==> config.mk <==
export PLATFORM = sky130hd
export DESIGN_NAME = modos_nivel_multi
export DESIGN_NICKNAME = d
export VERILOG_FILES = /design/src/rtl/modos_nivel_multi.sv
export SDC_FILE = /design/constraint.sdc
export NUM_CORES = 1
export LEC_CHECK = 0
export ABC_CLOCK_PERIOD_IN_PS = 4750
export CAP_MARGIN = 25
export CORE_MARGIN = 2
export CORE_UTILIZATION = 50
export DETAILED_ROUTE_END_ITERATION = 10
export PLACE_DENSITY = 0.74
export SLEW_MARGIN = 20
export SYNTH_ARGS = -nofsm -noshare
export SYNTH_HDL_FRONTEND = slang
export SYNTH_SLANG_ARGS = --single-unit
==> constraint.sdc <==
create_clock -name clk -period 4.75 [get_ports clk]
set_input_delay 0.95 -clock clk [delete_from_list [all_inputs] [get_ports clk]]
set_output_delay 0.95 -clock clk [all_outputs]
set_load 0.01 [all_outputs]
==> src/rtl/modos_nivel_multi.sv <==
// N-channel need-level trackers: a shared seconds prescaler drives per-channel decay and hold-to-raise FSMs.
// Build option: define ALARMA_MULTI_EN to drive alarma when two or more channels are critical.
module modos_nivel_multi #(
  parameter int N_CH     = 4,
  parameter int LVL_W    = 2,
  parameter int TICK_DIV = 50000000,
  parameter int TEST_DIV = 5000000,
  parameter int DECAY_S  = 10,
  parameter int HOLD_S   = 5
) (
  input  logic                   clk,
  input  logic                   reset,
  input  logic                   test,
  input  logic [N_CH-1:0]        entrada,
  input  logic [N_CH-1:0]        activo,
  output logic [N_CH*LVL_W-1:0]  nivel,
  output logic [N_CH-1:0]        senal_hold,
  output logic [N_CH-1:0]        critico,
  output logic                   tick_seg,
  output logic                   alarma
);

  localparam int MAX_DIV = (TICK_DIV > TEST_DIV) ? TICK_DIV : TEST_DIV;
  localparam int PW = (MAX_DIV > 1) ? $clog2(MAX_DIV) : 1;
  localparam int DW = (DECAY_S > 1) ? $clog2(DECAY_S) : 1;
  localparam int HW = (HOLD_S > 1) ? $clog2(HOLD_S) : 1;
  localparam logic [PW-1:0] TICK_LAST = PW'(TICK_DIV - 1);
  localparam logic [PW-1:0] TEST_LAST = PW'(TEST_DIV - 1);
  localparam logic [DW-1:0] DECAY_LAST = DW'(DECAY_S - 1);
  localparam logic [HW-1:0] HOLD_LAST = HW'(HOLD_S - 1);
  localparam logic [LVL_W-1:0] LVL_MAX = '1;

  typedef enum logic [1:0] {IDLE, HOLD, DONE} st_t;

  logic [PW-1:0] pre_q;
  logic [PW-1:0] pre_last;
  logic          test_q;
  logic          test_chg;

  // A mode switch restarts the count so no stale partial period is ever credited.
  assign test_chg = test ^ test_q;
  assign pre_last = test ? TEST_LAST : TICK_LAST;
  assign tick_seg = (pre_q == pre_last) && !test_chg;

  always_ff @(posedge clk or negedge reset) begin
    if (!reset) begin
      pre_q  <= '0;
      test_q <= 1'b0;
    end else begin
      test_q <= test;
      if (test_chg || tick_seg) pre_q <= '0;
      else                      pre_q <= pre_q + PW'(1);
    end
  end

  logic [N_CH-1:0] crit_d;

  for (genvar i = 0; i < N_CH; i++) begin : g_ch
    st_t              st_q, st_d;
    logic [DW-1:0]    dec_q, dec_d;
    logic [HW-1:0]    hold_q, hold_d;
    logic [LVL_W-1:0] lvl_q, lvl_d;
    logic             pulse_d;
    logic             req;
    logic             do_decay;

    assign req = entrada[i] & activo[i];
    // Entering HOLD beats a coincident decay tick; HOLD itself never decays.
    assign do_decay = tick_seg && (((st_q == IDLE) && !req) || (st_q == DONE));

    always_comb begin
      st_d    = st_q;
      dec_d   = dec_q;
      hold_d  = hold_q;
      lvl_d   = lvl_q;
      pulse_d = 1'b0;
      if (do_decay) begin
        if (dec_q == DECAY_LAST) begin
          dec_d = '0;
          if (lvl_q != '0) lvl_d = lvl_q - LVL_W'(1);
        end else begin
          dec_d = dec_q + DW'(1);
        end
      end
      case (st_q)
        IDLE: begin
          if (req) begin
            st_d   = HOLD;
            hold_d = '0;
          end
        end
        HOLD: begin
          // Completion wins even if the request drops on the same tick.
          if (tick_seg && (hold_q == HOLD_LAST)) begin
            if (lvl_q != LVL_MAX) lvl_d = lvl_q + LVL_W'(1);
            pulse_d = 1'b1;
            dec_d   = '0;
            hold_d  = '0;
            st_d    = DONE;
          end else if (!req) begin
            hold_d = '0;
            st_d   = IDLE;
          end else if (tick_seg) begin
            hold_d = hold_q + HW'(1);
          end
        end
        DONE: begin
          if (!entrada[i]) st_d = IDLE;
        end
        default: st_d = IDLE;
      endcase
    end

    assign crit_d[i] = (lvl_d == '0);

    always_ff @(posedge clk or negedge reset) begin
      if (!reset) begin
        st_q          <= IDLE;
        dec_q         <= '0;
        hold_q        <= '0;
        lvl_q         <= LVL_MAX;
        senal_hold[i] <= 1'b0;
        critico[i]    <= 1'b0;
      end else begin
        st_q          <= st_d;
        dec_q         <= dec_d;
        hold_q        <= hold_d;
        lvl_q         <= lvl_d;
        senal_hold[i] <= pulse_d;
        critico[i]    <= crit_d[i];
      end
    end

    assign nivel[i*LVL_W +: LVL_W] = lvl_q;
  end

`ifdef ALARMA_MULTI_EN
  localparam int CW = $clog2(N_CH + 1) + 1;
  logic [CW-1:0] n_crit;
  logic          alarma_q;

  // Counted from next-state criticals so alarma lines up with critico.
  always_comb begin
    n_crit = '0;
    for (int k = 0; k < N_CH; k++) n_crit = n_crit + CW'(crit_d[k]);
  end

  always_ff @(posedge clk or negedge reset) begin
    if (!reset) alarma_q <= 1'b0;
    else        alarma_q <= (n_crit >= CW'(2));
  end

  assign alarma = alarma_q;
`else
  assign alarma = 1'b0;
`endif

endmodule

==> impl_metrics.ini, run 1 <==
[run_status]
status = finished clean

[global_routing]
grt_overflow = 0
grt_usage_pct = 20.8
grt_start_max_net_pins = 80
grt_antenna_before_repair = 0
grt_pass1_wl_microns = 14900
grt_pass1_vias = 3355

[route]
vias = 3409
ant_nets = 0
drc_errors = 0
routed_wl_microns = 8500
vias_per_cell = 5.76
drt_iter0_drc = 190
wl_per_cell_microns = 14.4
dr.pass1.iters = 5

[finish]
fill_cells = 704
area_delta_synth_final_pct = 13.0
layout-drive-gt1-share_pct = 7.80
nNetsFinal = 502
n_antenna_cell = 0

[setup_path]
cp_data_arrival_time_ns = 3.09
criticalPathCategory = in -> out
path_delay_family = buffers and inverters
critPathSlowestCell = clkdlybuf4s50_1
r2r_slack_ns = 1.98
path_cells = clkdlybuf4s50_1 -> nand4b_1 -> or3_4 -> a2111o_1 -> inv_4 -> clkdlybuf4s50_1
start_kind = input pin
cp_max_fo = 8
crit_buf_inv = 3
worst_ep_required_time_ns = 3.80
cpMostUsedCell = clkdlybuf4s50_1
max_stage_delay_ns = 0.53
endpoint_kind = output pin

[clocking]
root_buffer = clkbuf_8
post_cts.repair.setup_buffers = 0
htreeDepth = 3
cts_tree = yes
ctsLongestPathBuffers = 2
holdBufCountCts = 0
numCtsBuffers = 9
post_cts_resized = 0
insertion_delay_ns = 0.35
clock-sinks = 79
clk_pin_slew_ns = 0.08

[timing]
timing.final.ws_setup_ns = 0.708
period_minus_slack_ns = 4.04
period_share_pct = 85.1
fin_skew_ns = 0.00831
tightest_slew_ns = 0.883
slew_headroom_pct = 41.1
hold_violations = 0
rsz0062_at_grt = no
fmaxAchievable_mhz = 247
finalSetupViolCount = 0
report.final.slew_viol_count = 0
finalSetupTns_ns = 0
whs_ns = 0.510

[floorplan]
initial_core_util_pct = 51.5
coreArea_sq_um = 8180
io_pins = 29
rows = 33
dieArea_sq_um = 9170
dieHeight_microns = 95.8
die_w_microns = 95.8

[placed_design]
port_buffers = 27
place_congestion = 0.783
hpwl_microns = 5650
pre_cts_ws_ns = 0.716

[yosys]
seq_area_frac_synth_pct = 47.2
syn_nets = 476
synth-edff-count = 0
yosys.cell_types.count = 51
netlist_area_sq_um = 4210
syn_avg_cell_area_sq_um = 9.24
syn_inst = 456
yosys_warnings = 0
synthArstFlopShare_pct = 100
synthFlopType = dfrtp_1
ys_seq_elements = 79

[hold_path]
min_path_type = reg -> reg

[power_and_ir_drop]
power.density_nw_per_um2 = 274
peakVddDrop_mv = 0.138
leakagePower_nw = 1.96

[flow_run]
max_cap_violations = 0
synth_stat cells, types with 5 or more instances:
| master | count | area (sq um) |
|---|---|---|
| dfrtp_1 | 71 | 1780 |
| nor2_1 | 66 | 248 |
| nand2_1 | 40 | 150 |
| o21ai_0 | 34 | 170 |
| inv_1 | 25 | 93.8 |
| nand3_1 | 22 | 110 |
| xnor2_1 | 20 | 175 |
| a21oi_1 | 15 | 75.1 |
| nor3_1 | 12 | 60.1 |
| nor4_1 | 11 | 68.8 |
| ha_1 | 9 | 113 |
| dfstp_2 | 8 | 210 |
| nand4_1 | 8 | 50.1 |
| a211oi_1 | 7 | 52.6 |
| and3_1 | 7 | 43.8 |
| nor2b_1 | 7 | 43.8 |
| o31ai_1 | 7 | 52.6 |
| and3b_1 | 5 | 43.8 |
| o22a_1 | 5 | 43.8 |
per-layer routing:
layer / global-route usage, % / vias up / wire [microns]
met1: 25.3 / 1663 / 3820
met5: 0 / - / 0
met4: 7.98 / 0 / 163
li1: - / 1673 / -
met3: 4.31 / 14 / 314
met2: 36.1 / 59 / 4210
path summary, 6_finish.rpt:
path / from / to / cells past startpoint
worst min register to register: g_ch[1].dec_q[0]$_DFF_PN0_ / g_ch[1].dec_q[0]$_DFF_PN0_ / 1
worst min-delay path: g_ch[1].dec_q[0]$_DFF_PN0_ / g_ch[1].dec_q[0]$_DFF_PN0_ / 1
min in group asynchronous: reset / senal_hold[2]$_DFF_PN0_ / 1
worst max register to register: pre_q[0]$_DFF_PN0_ / pre_q[18]$_DFF_PN0_ / 6
max in group asynchronous: reset / g_ch[0].hold_q[0]$_DFFE_PN0P_ / 1
worst max-delay path: test / tick_seg / 6
power breakdown:
part | leakage [nW] | internal (mW) | switching (mW)
logic | 0.806 | 0.0169 | 0.0359
clock network | 0.112 | 0.324 | 0.248
registers | 1.05 | 0.677 | 0.00461
total | 1.96 | 1.02 | 0.289
flip-flops by register name (all words and copies together), names as in the netlist:
name and count:
g_ch.hold_q 12, g_ch.dec_q 16, test_q 1, g_ch.st_q 8
pre_q 26, g_ch.lvl_q 8, senal_hold 4, critico 4
area by class of cell:
type                       count  area (sq um)  area share, %
multi-input combinational    337          2020           42.5
inverter                      26           100           2.10
sequential                    79          1990           41.7
timing repair buffer          29           287           6.02
clock inverter                 5          80.1           1.68
clock buffer                  11           151           3.18
tap                          105           131           2.76
stage by stage:
stage	instances	power [mW]	utilization (%)	area, sq um
CTS	592	1.32	58.2	4760
floorplan	456	0.721	-	4210
finish	592	1.31	58.2	4760
global route	592	1.36	58.2	4760
detailed placement	576	0.748	55.4	4530
global placement	576	0.747	55.4	4530
cell families (layout without fill, tap and decap cells):
logic type / count (synthesis) / count (layout) / synth area share (%)
AO/OA/AOI/OAI: 101 / 101 / 16.2
XOR/XNOR: 24 / 24 / 4.99
adder cells (fa/ha/maj): 9 / 9 / 2.67
buffers and inverters: 40 / 71 / 4.75
flip-flops: 79 / 79 / 47.2
multiplexers: 2 / 2 / 0.535
other: 1 / 1 / 0.0890
AND/OR/NAND/NOR: 200 / 200 / 23.6
worst register-to-register path, stage by stage (launching register included):
cell and delay [ns]:
dfrtp_1 0.41, ha_1 0.22, and2_1 0.19, nand4_1 0.19, a211oi_1 0.62, o22a_1 0.85
nor2_1 0.13
cell usage in the layout (no fill, tap or decap), types with 5 or more instances in the layout:
cell type	count
a211oi_1	7
a21oi_1	15
and3_1	7
and3b_1	5
clkbuf_8	11
clkdlybuf4s50_1	26
dfrtp_1	71
dfstp_2	8
ha_1	9
inv_1	25
nand2_1	40
nand3_1	22
nand4_1	8
nor2_1	66
nor2b_1	7
nor3_1	12
nor4_1	11
o21ai_0	34
o22a_1	5
o31ai_1	7
xnor2_1	20
Power figures use the tool's default switching activity.
==> run 2, diff against run 1 <==
CORE_UTILIZATION = 60   (was 50)
CTS_CLUSTER_DIAMETER = 40   (was not set)
PLACE_DENSITY = 0.86   (was 0.74)
==> run 2 against run 1 <==
Utilization grew 12 points. Wire length shrank 2.5%. Via count increased by 0.26%. Cell area hardly changed. Hold slack worse by 0.039 ns. First-iteration DRC count up 11%. Combinational power increased by 4.5%. Sequential share of layout area about the same. Final cell count down 1.4%. Setup slack got worse by 0.0051 ns. Flip-flop and latch count is the same. Largest cell class unchanged.
==> impl_metrics.ini, run 2 (synthesis results as in run 1) <==
[timing]
finalSetupViolCount = 0
rsz0062_at_grt = no
tightest_slew_ns = 0.839
fin_skew_ns = 0.0154
finalSetupTns_ns = 0
hold_violations = 0
report.final.slew_viol_count = 0
period_share_pct = 85.2
period_minus_slack_ns = 4.05
slew_headroom_pct = 44.1
fmaxAchievable_mhz = 247

[global_routing]
grt_overflow = 0
grt_usage_pct = 23.5
grt_pass1_wl_microns = 14300
grt_pass1_vias = 3393
grt_antenna_before_repair = 0
grt_start_max_net_pins = 80

[hold_path]
min_path_type = in -> async

[route]
dr.pass1.iters = 4
wl_per_cell_microns = 14.2
drt_iter0_drc = 210
drc_errors = 0
vias = 3418
vias_per_cell = 5.85
ant_nets = 0
routed_wl_microns = 8290

[clocking]
htreeDepth = 3
post_cts.repair.setup_buffers = 0
ctsLongestPathBuffers = 2
cts_tree = yes
root_buffer = clkbuf_8
clk_pin_slew_ns = 0.09
holdBufCountCts = 0
insertion_delay_ns = 0.36
clock-sinks = 79
numCtsBuffers = 9
post_cts_resized = 0

[setup_path]
worstRegToRegCells = 6
endpoint_kind = output pin
cp_data_arrival_time_ns = 3.10
worst_ep_required_time_ns = 3.80
r2r_end = pre_q[3]$_DFF_PN0_
start_kind = input pin
r2r_slack_ns = 2.02
criticalPathCategory = in -> out
worstReg2RegStart = pre_q[0]$_DFF_PN0_
cp_max_fo = 8

[power_and_ir_drop]
leakagePower_nw = 1.97
p_total_mw = 1.29
power.density_nw_per_um2 = 271
peakVddDrop_mv = 0.175

[placed_design]
place_area_sq_um = 4510
port_buffers = 27
place_congestion = 0.818
hpwl_microns = 5570

[finish]
final_cell_mix = dfrtp_1 (71), nor2_1 (66), nand2_1 (40)
area_delta_synth_final_pct = 13.1
layout-drive-gt1-share_pct = 7.79
multi_input_area_sq_um = 2020
reg_top3 = pre_q: 26 flops, g_ch.dec_q: 16 flops, g_ch.hold_q: 12 flops
largest_reg_flops = 26
finalInstanceArea_sq_um = 4760
ff_latch_area_sq_um = 1990
top_register = pre_q
nNetsFinal = 503
n_antenna_cell = 0
fin_util_pct = 70.1
final_common_cell = dfrtp_1
fill_cells = 507

[run_status]
status = finished clean

[floorplan]
dieHeight_microns = 87.8
rows = 30
io_pins = 29
coreArea_sq_um = 6790
die_w_microns = 87.8
initial_core_util_pct = 62.0
dieArea_sq_um = 7710

[flow_run]
max_cap_violations = 0
-- run 2: changes by cell type in the layout (fill, tap and decap cells not counted), sizes merged --
| cell | before | now |
|---|---|---|
| buf | 3 | 4 |
| clkinv | 1 | 2 |
| clkinvlp | 2 | 1 |
-- run 2: power by group --
group	total [mW]	internal [mW]	switching [mW]
clock network	0.556	0.311	0.245
registers	0.682	0.677	0.00474
logic	0.0552	0.0190	0.0363
-- run 2: per-stage QoR --
| step | hold slack [ns] | worst slack (ns) | std cells |
|---|---|---|---|
| finish | 0.471 | 0.703 | 584 |
| global route | 0.474 | 0.640 | 584 |
| CTS | 0.510 | 0.714 | 583 |
| detailed placement | 0.500 | 0.723 | 567 |
| global placement | 0.485 | 0.746 | 567 |
| floorplan | 0.465 | 1.63 | 456 |
-- run 2: area by class of cell --
| cell class | instances | share of cell area, % |
|---|---|---|
| inverter | 26 | 2.10 |
| timing repair buffer | 30 | 6.51 |
| clock inverter | 5 | 1.71 |
| clock buffer | 11 | 2.97 |
| tap | 96 | 2.52 |
| multi-input combinational | 337 | 42.5 |
| sequential | 79 | 41.7 |
-- run 2: critical path, cell delays in order --
cell and delay (ns):
clkdlybuf4s50_1 0.53, nand4b_1 0.23, or3_4 0.35, a2111o_1 0.43, inv_4 0.08, clkdlybuf4s50_1 0.53
-- run 2: how the worst max path moves through the flow --
stage	start	to	slack [ns]	depth (start not counted)
final	test	tick_seg	0.70	6
after global routing	test	tick_seg	0.64	6
after CTS	test	tick_seg	0.71	6
after detailed placement	test	tick_seg	0.72	6
after global placement	test	tick_seg	0.75	6
after floorplan	test	tick_seg	1.63	6
-- run 2: routing by layer --
layer	GRT usage [%]	vias up	part of all wire, %
li1	-	1680	-
met2	39.1	67	49
met5	0	-	0
met1	29.3	1660	45
met4	11.0	0	1.8
met3	4.81	11	3.9
==> run 3, diff against run 2 <==
REMOVE_ABC_BUFFERS = 1   (was not set)
==> run 3 against run 2 <==
Setup slack worse by 0.016 ns. Utilization fell by 0.37 points. Via count rose by 0.47%. Die area is the same. Global-route usage up 0.074 points. Combinational power up 0.7%. Flip-flop and latch count stayed put. Power shrank 3.9%. Cell area is 0.53% lower. Hold slack better by 0.029 ns. Clock power fell by 9.2%. Largest cell class unchanged. Highest routed layer unchanged.
==> impl_metrics.ini, run 3 (synthesis results as in run 1) <==
[power_and_ir_drop]
power.density_nw_per_um2 = 262
p_sw_mw = 0.303
peakVddDrop_mv = 0.167
p_sw_share_pct = 24.4
leakagePower_nw = 1.96
internal_power_mw = 0.939
comb_power_share_pct = 4.5
p_seq_share_pct = 54.9
power_frac_clock_pct = 40.6

[timing]
rsz0062_at_grt = no
report.final.slew_viol_count = 0
fin_skew_ns = 0.0110
fmaxAchievable_mhz = 246
tightest_slew_ns = 0.853
hold_violations = 0
finalSetupTns_ns = 0
finalSetupViolCount = 0
slew_headroom_pct = 43.1
period_minus_slack_ns = 4.06
whs_ns = 0.501
period_share_pct = 85.5

[clocking]
htreeDepth = 3
post_cts.repair.setup_buffers = 0
ctsLongestPathBuffers = 2
clk_pin_slew_ns = 0.08
holdBufCountCts = 0
post_cts_resized = 0
insertion_delay_ns = 0.36
numCtsBuffers = 9
root_buffer = clkbuf_8
cts_tree = yes
clock-sinks = 79

[route]
vias_per_cell = 5.88
ant_nets = 0
drc_errors = 0
routed_wl_microns = 8370
wl_per_cell_microns = 14.3
vias = 3434
dr.pass1.iters = 4
drt_iter0_drc = 243

[finish]
reg_top3 = pre_q: 26 flops, g_ch.dec_q: 16 flops, g_ch.hold_q: 12 flops
n_antenna_cell = 0
layout-drive-gt1-share_pct = 7.99
nNetsFinal = 503
fill_cells = 518
largest_reg_flops = 26
fin_util_pct = 69.8
final_common_cell = dfrtp_1
top_register = pre_q
area_delta_synth_final_pct = 12.5
final_cell_mix = dfrtp_1 (71), nor2_1 (66), nand2_1 (40)

[hold_path]
min_path_type = in -> async

[run_status]
status = finished clean

[floorplan]
coreArea_sq_um = 6790
initial_core_util_pct = 62.0
rows = 30
io_pins = 29
dieHeight_microns = 87.8
die_w_microns = 87.8
dieArea_sq_um = 7710

[setup_path]
criticalPathCategory = in -> out
cp_max_fo = 8
endpoint_kind = output pin
start_kind = input pin
worst_ep_required_time_ns = 3.80
cp_data_arrival_time_ns = 3.11

[placed_design]
place_congestion = 0.843
port_buffers = 27
hpwl_microns = 5600

[global_routing]
grt_pass1_vias = 3241
grt_overflow = 0
grt_pass1_wl_microns = 14400
grt_start_max_net_pins = 80
grt_antenna_before_repair = 0
grt_usage_pct = 23.5

[flow_run]
max_cap_violations = 0
run 3: layout make-up:
| cell class | count | area, sq um | share of cell area [%] |
|---|---|---|---|
| sequential | 79 | 1990 | 41.9 |
| inverter | 26 | 100 | 2.11 |
| timing repair buffer | 30 | 310 | 6.55 |
| tap | 96 | 120 | 2.53 |
| multi-input combinational | 337 | 2020 | 42.7 |
| clock buffer | 9 | 124 | 2.61 |
| clock inverter | 7 | 73.8 | 1.56 |
run 3: per-layer routing:
layer	vias to the layer above	global-route usage, %	routed length [microns]
li1	1679	-	-
met1	1695	30.9	3800
met2	53	39.5	4220
met3	7	4.90	253
met4	0	7.27	94
met5	-	0	0
run 3: path summary, 6_finish.rpt:
check | start | to | slack (ns) | cells past startpoint
setup reg to reg | pre_q[0]$_DFF_PN0_ | pre_q[15]$_DFF_PN0_ | 2.03 | 6
max in group asynchronous | reset | g_ch[2].lvl_q[1]$_DFF_PN1_ | 3.63 | 2
min in group clk | g_ch[3].dec_q[0]$_DFF_PN0_ | g_ch[3].dec_q[0]$_DFF_PN0_ | 0.51 | 1
hold / removal | reset | pre_q[5]$_DFF_PN0_ | 0.50 | 1
setup / recovery | test | tick_seg | 0.69 | 6
hold reg to reg | g_ch[3].dec_q[0]$_DFF_PN0_ | g_ch[3].dec_q[0]$_DFF_PN0_ | 0.51 | 1
run 3: power groups by stage:
stage	Sequential, mW	Clock, mW	Combinational, mW
final	0.681	0.505	0.0556
after detailed placement	0.695	0	0.0533
after floorplan	0.694	0	0.0239
after global routing	0.682	0.543	0.0644
after global placement	0.694	0	0.0515
after CTS	0.681	0.510	0.0536
run 3: critical path, cell delays in order:
cell,delay (ns)
clkdlybuf4s50_1,0.54
nand4b_1,0.23
or3_4,0.35
a2111o_1,0.44
inv_4,0.08
clkdlybuf4s50_1,0.53
run 3: through the flow:
stage | instances | setup WS [ns] | cell area (sq um) | total power, mW
floorplan | 442 | 1.29 | 4110 | 0.718
global placement | 567 | 0.726 | 4510 | 0.746
detailed placement | 567 | 0.682 | 4510 | 0.748
CTS | 583 | 0.673 | 4710 | 1.24
global route | 584 | 0.576 | 4740 | 1.29
finish | 584 | 0.687 | 4740 | 1.24
